File: src/rtl/fifo_arbiter.sv
// fifo_arbiter: shares one single-port FIFO between two writers and one reader,
// with occupancy tracking, round-robin writers and a drain (flush) sequence.
module fifo_arbiter #(
    parameter int DEPTH = 32,
    parameter int DW    = 32,
    parameter int CW    = 6
) (
    input  logic          CLK,
    input  logic          RESETH,
    input  logic          WR0_VALID,
    input  logic [DW-1:0] WR0_DATA,
    output logic          WR0_READY,
    input  logic          WR1_VALID,
    input  logic [DW-1:0] WR1_DATA,
    output logic          WR1_READY,
    input  logic          RD_REQ,
    output logic          RD_READY,
    output logic          RD_VALID,
    output logic [DW-1:0] RD_DATA,
    input  logic          FLUSH,
    output logic          FLUSH_DONE,
    output logic [CW-1:0] LEVEL,
    output logic          FIFO_EN,
    output logic          FIFO_WRH_RDL,
    output logic [DW-1:0] FIFO_DATAIN,
    input  logic [DW-1:0] FIFO_DATAOUT,
    input  logic          FIFO_FULL,
    input  logic          FIFO_EMPTY
);

    typedef enum logic {ARB, DRAIN} state_t;

    state_t        state_q, state_d;
    logic [CW-1:0] level_q, level_d;
    logic          ptr_q, ptr_d;
    logic          dir_last_q, dir_last_d;
    logic          fifo_en_q, fifo_en_d;
    logic          fifo_wrh_rdl_q, fifo_wrh_rdl_d;
    logic [DW-1:0] fifo_datain_q, fifo_datain_d;
    logic          rd_pend_q, rd_pend_d;
    logic          rd_valid_q, rd_valid_d;
    logic [DW-1:0] rd_data_q, rd_data_d;

    logic wr_elig;
    logic rd_elig;
    logic gnt_w;
    logic gnt_r;
    logic sel1;

    always_comb begin
        state_d        = state_q;
        level_d        = level_q;
        ptr_d          = ptr_q;
        dir_last_d     = dir_last_q;
        fifo_en_d      = 1'b0;
        fifo_wrh_rdl_d = fifo_wrh_rdl_q;
        fifo_datain_d  = fifo_datain_q;
        rd_pend_d      = 1'b0;
        rd_valid_d     = rd_pend_q;
        rd_data_d      = rd_pend_q ? FIFO_DATAOUT : rd_data_q;
        WR0_READY      = 1'b0;
        WR1_READY      = 1'b0;
        RD_READY       = 1'b0;
        FLUSH_DONE     = 1'b0;

        // Readies are held low while reset is asserted so no word is lost.
        wr_elig = (state_q == ARB) && !RESETH && (WR0_VALID || WR1_VALID)
                  && (level_q < CW'(DEPTH)) && !FIFO_FULL;
        rd_elig = (state_q == ARB) && !RESETH && RD_REQ
                  && (level_q != '0) && !FIFO_EMPTY;
        gnt_w   = wr_elig && (!rd_elig || !dir_last_q);
        gnt_r   = rd_elig && (!wr_elig || dir_last_q);
        sel1    = WR1_VALID && (!WR0_VALID || ptr_q);

        unique case (state_q)
            ARB: begin
                if (gnt_w) begin
                    WR0_READY      = !sel1;
                    WR1_READY      = sel1;
                    fifo_en_d      = 1'b1;
                    fifo_wrh_rdl_d = 1'b1;
                    fifo_datain_d  = sel1 ? WR1_DATA : WR0_DATA;
                    level_d        = level_q + CW'(1);
                    ptr_d          = !sel1;
                    dir_last_d     = 1'b1;
                end else if (gnt_r) begin
                    RD_READY       = 1'b1;
                    fifo_en_d      = 1'b1;
                    fifo_wrh_rdl_d = 1'b0;
                    level_d        = level_q - CW'(1);
                    dir_last_d     = 1'b0;
                    rd_pend_d      = 1'b1;
                end
                if (FLUSH) begin
                    state_d = DRAIN;
                end
            end
            DRAIN: begin
                if (level_q != '0) begin
                    fifo_en_d      = 1'b1;
                    fifo_wrh_rdl_d = 1'b0;
                    level_d        = level_q - CW'(1);
                end else begin
                    FLUSH_DONE = 1'b1;
                    state_d    = ARB;
                end
            end
            default: state_d = ARB;
        endcase
    end

    always_ff @(posedge CLK) begin
        if (RESETH) begin
            state_q        <= ARB;
            level_q        <= '0;
            ptr_q          <= 1'b0;
            dir_last_q     <= 1'b0;
            fifo_en_q      <= 1'b0;
            fifo_wrh_rdl_q <= 1'b0;
            fifo_datain_q  <= '0;
            rd_pend_q      <= 1'b0;
            rd_valid_q     <= 1'b0;
            rd_data_q      <= '0;
        end else begin
            state_q        <= state_d;
            level_q        <= level_d;
            ptr_q          <= ptr_d;
            dir_last_q     <= dir_last_d;
            fifo_en_q      <= fifo_en_d;
            fifo_wrh_rdl_q <= fifo_wrh_rdl_d;
            fifo_datain_q  <= fifo_datain_d;
            rd_pend_q      <= rd_pend_d;
            rd_valid_q     <= rd_valid_d;
            rd_data_q      <= rd_data_d;
        end
    end

    assign LEVEL        = level_q;
    assign FIFO_EN      = fifo_en_q;
    assign FIFO_WRH_RDL = fifo_wrh_rdl_q;
    assign FIFO_DATAIN  = fifo_datain_q;
    assign RD_VALID     = rd_valid_q;
    assign RD_DATA      = rd_data_q;

endmodule

File: config.mk
export PLATFORM = sky130hd
export DESIGN_NAME = fifo_arbiter
export DESIGN_NICKNAME = d
export VERILOG_FILES = /design/src/rtl/fifo_arbiter.sv
export SDC_FILE = /design/constraint.sdc
export NUM_CORES = 1
export LEC_CHECK = 0
export ABC_AREA = 1
export ABC_CLOCK_PERIOD_IN_PS = 1600
export CORE_ASPECT_RATIO = 1.2
export CORE_MARGIN = 2
export CORE_UTILIZATION = 40
export DETAILED_ROUTE_END_ITERATION = 6
export PLACE_DENSITY = 0.9
export SLEW_MARGIN = 20
export SYNTH_ARGS = -nofsm -noshare
export SYNTH_HDL_FRONTEND = slang
export SYNTH_SLANG_ARGS = --single-unit
File: constraint.sdc
create_clock -name CLK -period 1.6 [get_ports CLK]
set_input_delay 0.24 -clock CLK [delete_from_list [all_inputs] [get_ports CLK]]
set_output_delay 0.24 -clock CLK [all_outputs]
set_load 0.05 [all_outputs]
Word level (Yosys, flattened, before mapping). Index checks and enable logic that the tools add are counted.

Flip-flop bits (word level): 77. Input bits: 104. Output and inout port bits: 77. Word-level logic and storage cells: 66.

$add $sub $neg: 2. Order comparisons: 1. Equality and inequality tests: 2. Mux-type cells: 23. Bitwise operators: 1. Reduce and logical (&&, ||, !) cells: 27.

Operators by type and width (number): $mux 32 (1); $mux 6 (3); $mux 1 (15); $pmux 6 s2 (1); $logic_and 1x1->1 (10); $logic_not 1->1 (8); $add 6x1->6 const B (1); $lt 6x6->1 const B (1); $pmux 1 s2 (3); $reduce_and 2->1 (3); $reduce_bool 6->1 (1); $sub 6x1->6 const B (1); $logic_or 1x1->1 (4); $ne 3x3->1 const B (1); $ne 2x1->1 const B (1); $reduce_bool 2->1 (1); $not 1->1 (1).

Logic depth before layout (Yosys ltp).
Depth in word-level cells: 11. Gate-level depth with buffers: 11. Mapped depth without buffers: 10.

Worst setup path after synthesis. Ideal clock, no wire load.

Path kind: flip-flop to output port. From: register level_q[0] (netlist: LEVEL[0]). To: output WR0_READY. Arrival: 2190 ps. Data required time: 1360 ps. Path slack: -830 ps. Cell stages (with the launch flop): 8. Path buffers: 1. Cell sequence: dfxtp_1 > inv_1 > ha_1 > nand3_4 > nand3_2 > nand2_2 > buf_4 > a21oi_1.

Cells in the longest elaborated chain, start to end: 8. Elaborated cells between the ends (all ways): 11. Classes of those cells: 1 x order compare; 2 x mux; 8 x reduce/logical.

RTL lines: start, declared (RTL line 34) `logic [CW-1:0] level_q, level_d;`; start signal, assigned (RTL line 126) `level_q <= level_d;`; parallel branches: the longest is 5 deep, another holds $lt 6x6->1; $logic_and 1x1->1 (*) (RTL line 71) `gnt_w = wr_elig && (!rd_elig || !dir_last_q);`; $mux 1 (*) (RTL line 77) `if (gnt_w) begin`; $mux 1 (*) (RTL line 75) `unique case (state_q)`; end, declared (RTL line 12) `output logic WR0_READY,`.

Every way passes the cells marked *.

Final worst setup path.
From: register level_q[1] (netlist: LEVEL[1]). To: output WR1_READY.

Cells in the longest elaborated chain, start to end: 8. Elaborated cells between the ends (all ways): 11. Classes of those cells: 1 x order compare; 2 x mux; 8 x reduce/logical.

RTL lines: parallel branches: the longest is 5 deep, another holds $lt 6x6->1; $logic_and 1x1->1 (*) (RTL line 71); $mux 1 (*) (RTL line 77); $mux 1 (*) (RTL line 75); end, declared (RTL line 15) `output logic WR1_READY,`.

Marked as above.

==> metrics list <==
- Result of the run: complete, but fails checks
- Violated checks: negative setup slack
- Of the available clock period, the critical path in the final layout requires 1.10.
* Number of H-tree levels: 3
- Die area: 9530 sq um
- Number of design rule violations left after detail routing: 0
- First DRT Iteration DRCs: 253
- Nets in the synthesized netlist: 603
- Number of clock sinks: 77
- The total overflow left after global routing is 0.
* Type of the worst setup path: reg2out
- In the global route stage, overall resource usage came out at 0.214.
* Area fraction of the dominant cell type after synthesis: 0.440
- The worst setup path is captured at an output pin.
- In this run the vertical extent of the chip is 107 microns.
- Internal power comes to 4760 uW.
- Critical path cell sequence: inv_4 > ha_4 > nand3_4 > nand3_4 > nand2_8 > nor2_4 > buf_12
- VDD IR-drop max: 0.000573 V
- Die span in x: 89.4 microns
- Final instance area: 5820 sq um
* Hold Crit Class: in2reg
* Number of nets still failing antenna checks after routing: 0
- The tool flagged a number of max-cap violations equal to 0.
- The worst setup path is launched from a flip-flop.
- Top delay family on crit path: simple AND/OR/NAND/NOR gates
- Worst Slack Setup Final: -0.157 ns
- Placed cell areas: 5410 sq um
- Leak: 0.00264 uW
- The core region is 8560 sq um.
- The via count of the first global-routing pass was 3,668.
- Initial antenna violation count: 0
* Cell accounting for the most synthesized area: sky130_fd_sc_hd__dfxtp_1
* Main flop type after synthesis: sky130_fd_sc_hd__dfxtp_1
- The number of buffers and inverters on the critical path is 2.
- Synthesized area: 3500 sq um
- For the worst setup path, the data required time is 1.36 ns.
- Clock-pin slew was measured on the worst setup and hold paths at 0.08 ns.
- Layout Utilization: 0.680
* Relative area change from synthesis to final layout: 66.2%
* Drt total wl: 10.8 mm
- Unrepaired setup endpoints after global routing: yes
* Final GP Congestion: 0.871
* Post-layout nets: 799
- Number of warning messages in the yosys log: 0
- In the post-synthesis netlist, the biggest area contributors are sky130_fd_sc_hd__dfxtp_1 (44%), sky130_fd_sc_hd__nand2_1 (16%), sky130_fd_sc_hd__nor2_1 (8.1%).
* Cell count after synthesis: 497
* Worst path slowest cell: sky130_fd_sc_hd__dfxtp_4
- During placement, the flow inserted port buffers numbering 180.
* Share of synthesized area occupied by flip-flops and latches: 0.440
- Distinct cell type count after synthesis: 29
- The layout has 692 filler cells.
- Number of failing hold endpoints at the final stage: 0
- Number of top-level pins: 181
- Clock tree buffer depth: 2
* Most common cell after layout, fill and taps aside: sky130_fd_sc_hd__nand2_1
- Latest clock arrival within the worst-skew pair: 0.35 ns
- Of the total power, registers draw 0.309.
- Cts bufs inserted: 9
- At the pin with the least slew margin, the transition time is 0.456 ns.
* Global-route wire length before repair: 15.9 mm
* Post-Place Worst Slack: -0.176 ns
- Crit-path max cell delay: 0.36 ns
- Across the routed clock network, the largest skew measured is 0.00605 ns.
* Avg Inst Size Synth: 7.05 sq um
- 0 antenna diodes ended up in the layout.
- Pins Over Slew Limit: 0
- Critical path's most frequent cell: sky130_fd_sc_hd__nand3_4
- After detailed routing, the average wire length per cell comes to 13.2 microns.
* Maximum number of pins on one net before global-route repair: 42
* Via density per instance: 4.86
- Power spent charging and discharging nets: 3300 uW
- Setup violations remaining at the end of the flow were counted as 4.
- Measured against its own limit, the worst slew margin works out to 0.696.
* Switching Share: 0.410
* Effective utilization at floorplan: 0.409
- First-pass iteration count of the detailed router: 4
* Root buffer cell: sky130_fd_sc_hd__clkbuf_8
- Data on the critical path arrives at its endpoint at 1.52 ns.
- Clock tree from TritonCTS: done
* Number of enable flip-flop cells after synthesis: 0
- Of the cells placed in the final design, the portion with a size suffix greater than 1 is 0.236.
- Share of synthesized flip-flops with an asynchronous set or reset: 0
- Worst-path fanout max: 4
- In this run, synthesis produced a sequential element count of 77.
- Most frequent cells in the layout: sky130_fd_sc_hd__nand2_1 (147), sky130_fd_sc_hd__buf_4 (104), sky130_fd_sc_hd__clkdlybuf4s50_1 (102)
- Of the total power, the clock network draws 0.211.
* Total vias in the final route: 3,963
* Proportion of power drawn by combinational gates: 0.480
- Pwr/cell area: 1380 nW/um^2
* Core Rows: 37
* Fmax achieved: 0.569 GHz
* Final min period: 1.76 ns
- DP Wirelength: 7.98 mm
==> Yosys cell counts, types with 2 or more instances <==
cell type / instances
sky130_fd_sc_hd__nand2_1: 147
sky130_fd_sc_hd__dfxtp_1: 77
sky130_fd_sc_hd__nor2_1: 76
sky130_fd_sc_hd__a21oi_1: 40
sky130_fd_sc_hd__nand3_1: 40
sky130_fd_sc_hd__o21ai_0: 33
sky130_fd_sc_hd__clkbuf_1: 16
sky130_fd_sc_hd__inv_1: 15
sky130_fd_sc_hd__buf_4: 6
sky130_fd_sc_hd__nand4_1: 6
sky130_fd_sc_hd__xor2_1: 6
sky130_fd_sc_hd__nand2_2: 5
sky130_fd_sc_hd__buf_2: 4
sky130_fd_sc_hd__buf_1: 3
sky130_fd_sc_hd__buf_6: 3
sky130_fd_sc_hd__nor2_4: 3
sky130_fd_sc_hd__ha_1: 2
sky130_fd_sc_hd__nand2_4: 2
sky130_fd_sc_hd__nand3_4: 2
sky130_fd_sc_hd__xnor2_1: 2
==> cell type report <==
class	count	area, sq um	share of cell area
Inverter	17	71.3	0.0122
Timing Repair Buffer	217	2000	0.344
Clock inverter	5	81.3	0.0140
Multi-Input combinational cell	371	1800	0.310
Clock buffer	11	153	0.0262
Sequential cell	77	1570	0.269
Tap cell	117	146	0.0251
==> repair_timing <==
| item | 4_1_cts | 5_1_grt |
|---|---|---|
| resized for setup | 9 | 3 |
| gates cloned | 0 | 1 |
| hold buffers | 0 | 0 |
| buffers inserted | 10 | 6 |
| pin swaps | 7 | 3 |
| endpoints found under the setup margin | 4 | 12 |
==> path summary, 6_finish.rpt <==
kind | end | depth (start not counted) | slack, ns | from
setup / recovery | WR1_READY | 7 | -0.16 | LEVEL[1]
hold / removal | RD_DATA[25] | 3 | 0.46 | FIFO_DATAOUT[25]
setup reg to reg | FIFO_DATAIN[14] | 10 | 0.08 | state_q
hold reg to reg | FIFO_DATAIN[20] | 2 | 0.47 | FIFO_DATAIN[20]
==> logic make-up after synthesis <==
kind of cell             count (synthesis)  synth area share
AO/OA/AOI/OAI                           76             0.111
XOR/XNOR                                 8            0.0200
adder cells (fa/ha/maj)                  2           0.00714
buffers and inverters                   49            0.0675
flip-flops                              77             0.440
AND/OR/NAND/NOR                        285             0.354
==> power by group through the flow <==
| stage | registers (uW) | logic [uW] | clock network [uW] |
|---|---|---|---|
| after floorplan | 3440 | 1440 | 0 |
| after global placement | 2530 | 3420 | 0 |
| after detailed placement | 2540 | 3500 | 0 |
| after CTS | 2500 | 3700 | 1730 |
| after global routing | 2530 | 4150 | 1810 |
| final | 2490 | 3870 | 1700 |
==> worst min-delay path, delay by kind of cell <==
family	cells	cell delay (ns)
buffers and inverters	1	0.40
AND/OR/NAND/NOR	2	0.15
==> per-layer routing <==
metal  track usage  vias to the layer above  wire length [microns]
met5             0                        -                      0
met4        0.0874                        0                    223
met3        0.0621                       20                    904
met2         0.393                      173                   5500
met1         0.219                     1790                   4170
li1              -                     1980                      -
==> sequential cells by signal, indices dropped and copies added (netlist names) <==
register and cells:
FIFO_DATAIN 32, FIFO_EN 1, FIFO_WRH_RDL 1, LEVEL 6
RD_DATA 32, RD_VALID 1, dir_last_q 1, ptr_q 1
rd_pend_q 1, state_q 1
==> metrics by stage <==
step | hold slack [ns] | power (uW) | cells | setup TNS, ns
3_5_place_dp | 0.457 | 6050 | 782 | -5.59
5_1_grt | 0.470 | 8490 | 815 | -0.777
2_1_floorplan | 0.375 | 4880 | 497 | -0.0100
6_report | 0.464 | 8060 | 815 | -0.497
4_1_cts | 0.457 | 7920 | 808 | -0.629
3_3_place_gp | 0.451 | 5950 | 782 | -3.47
(Power assumes the default switching activity.)
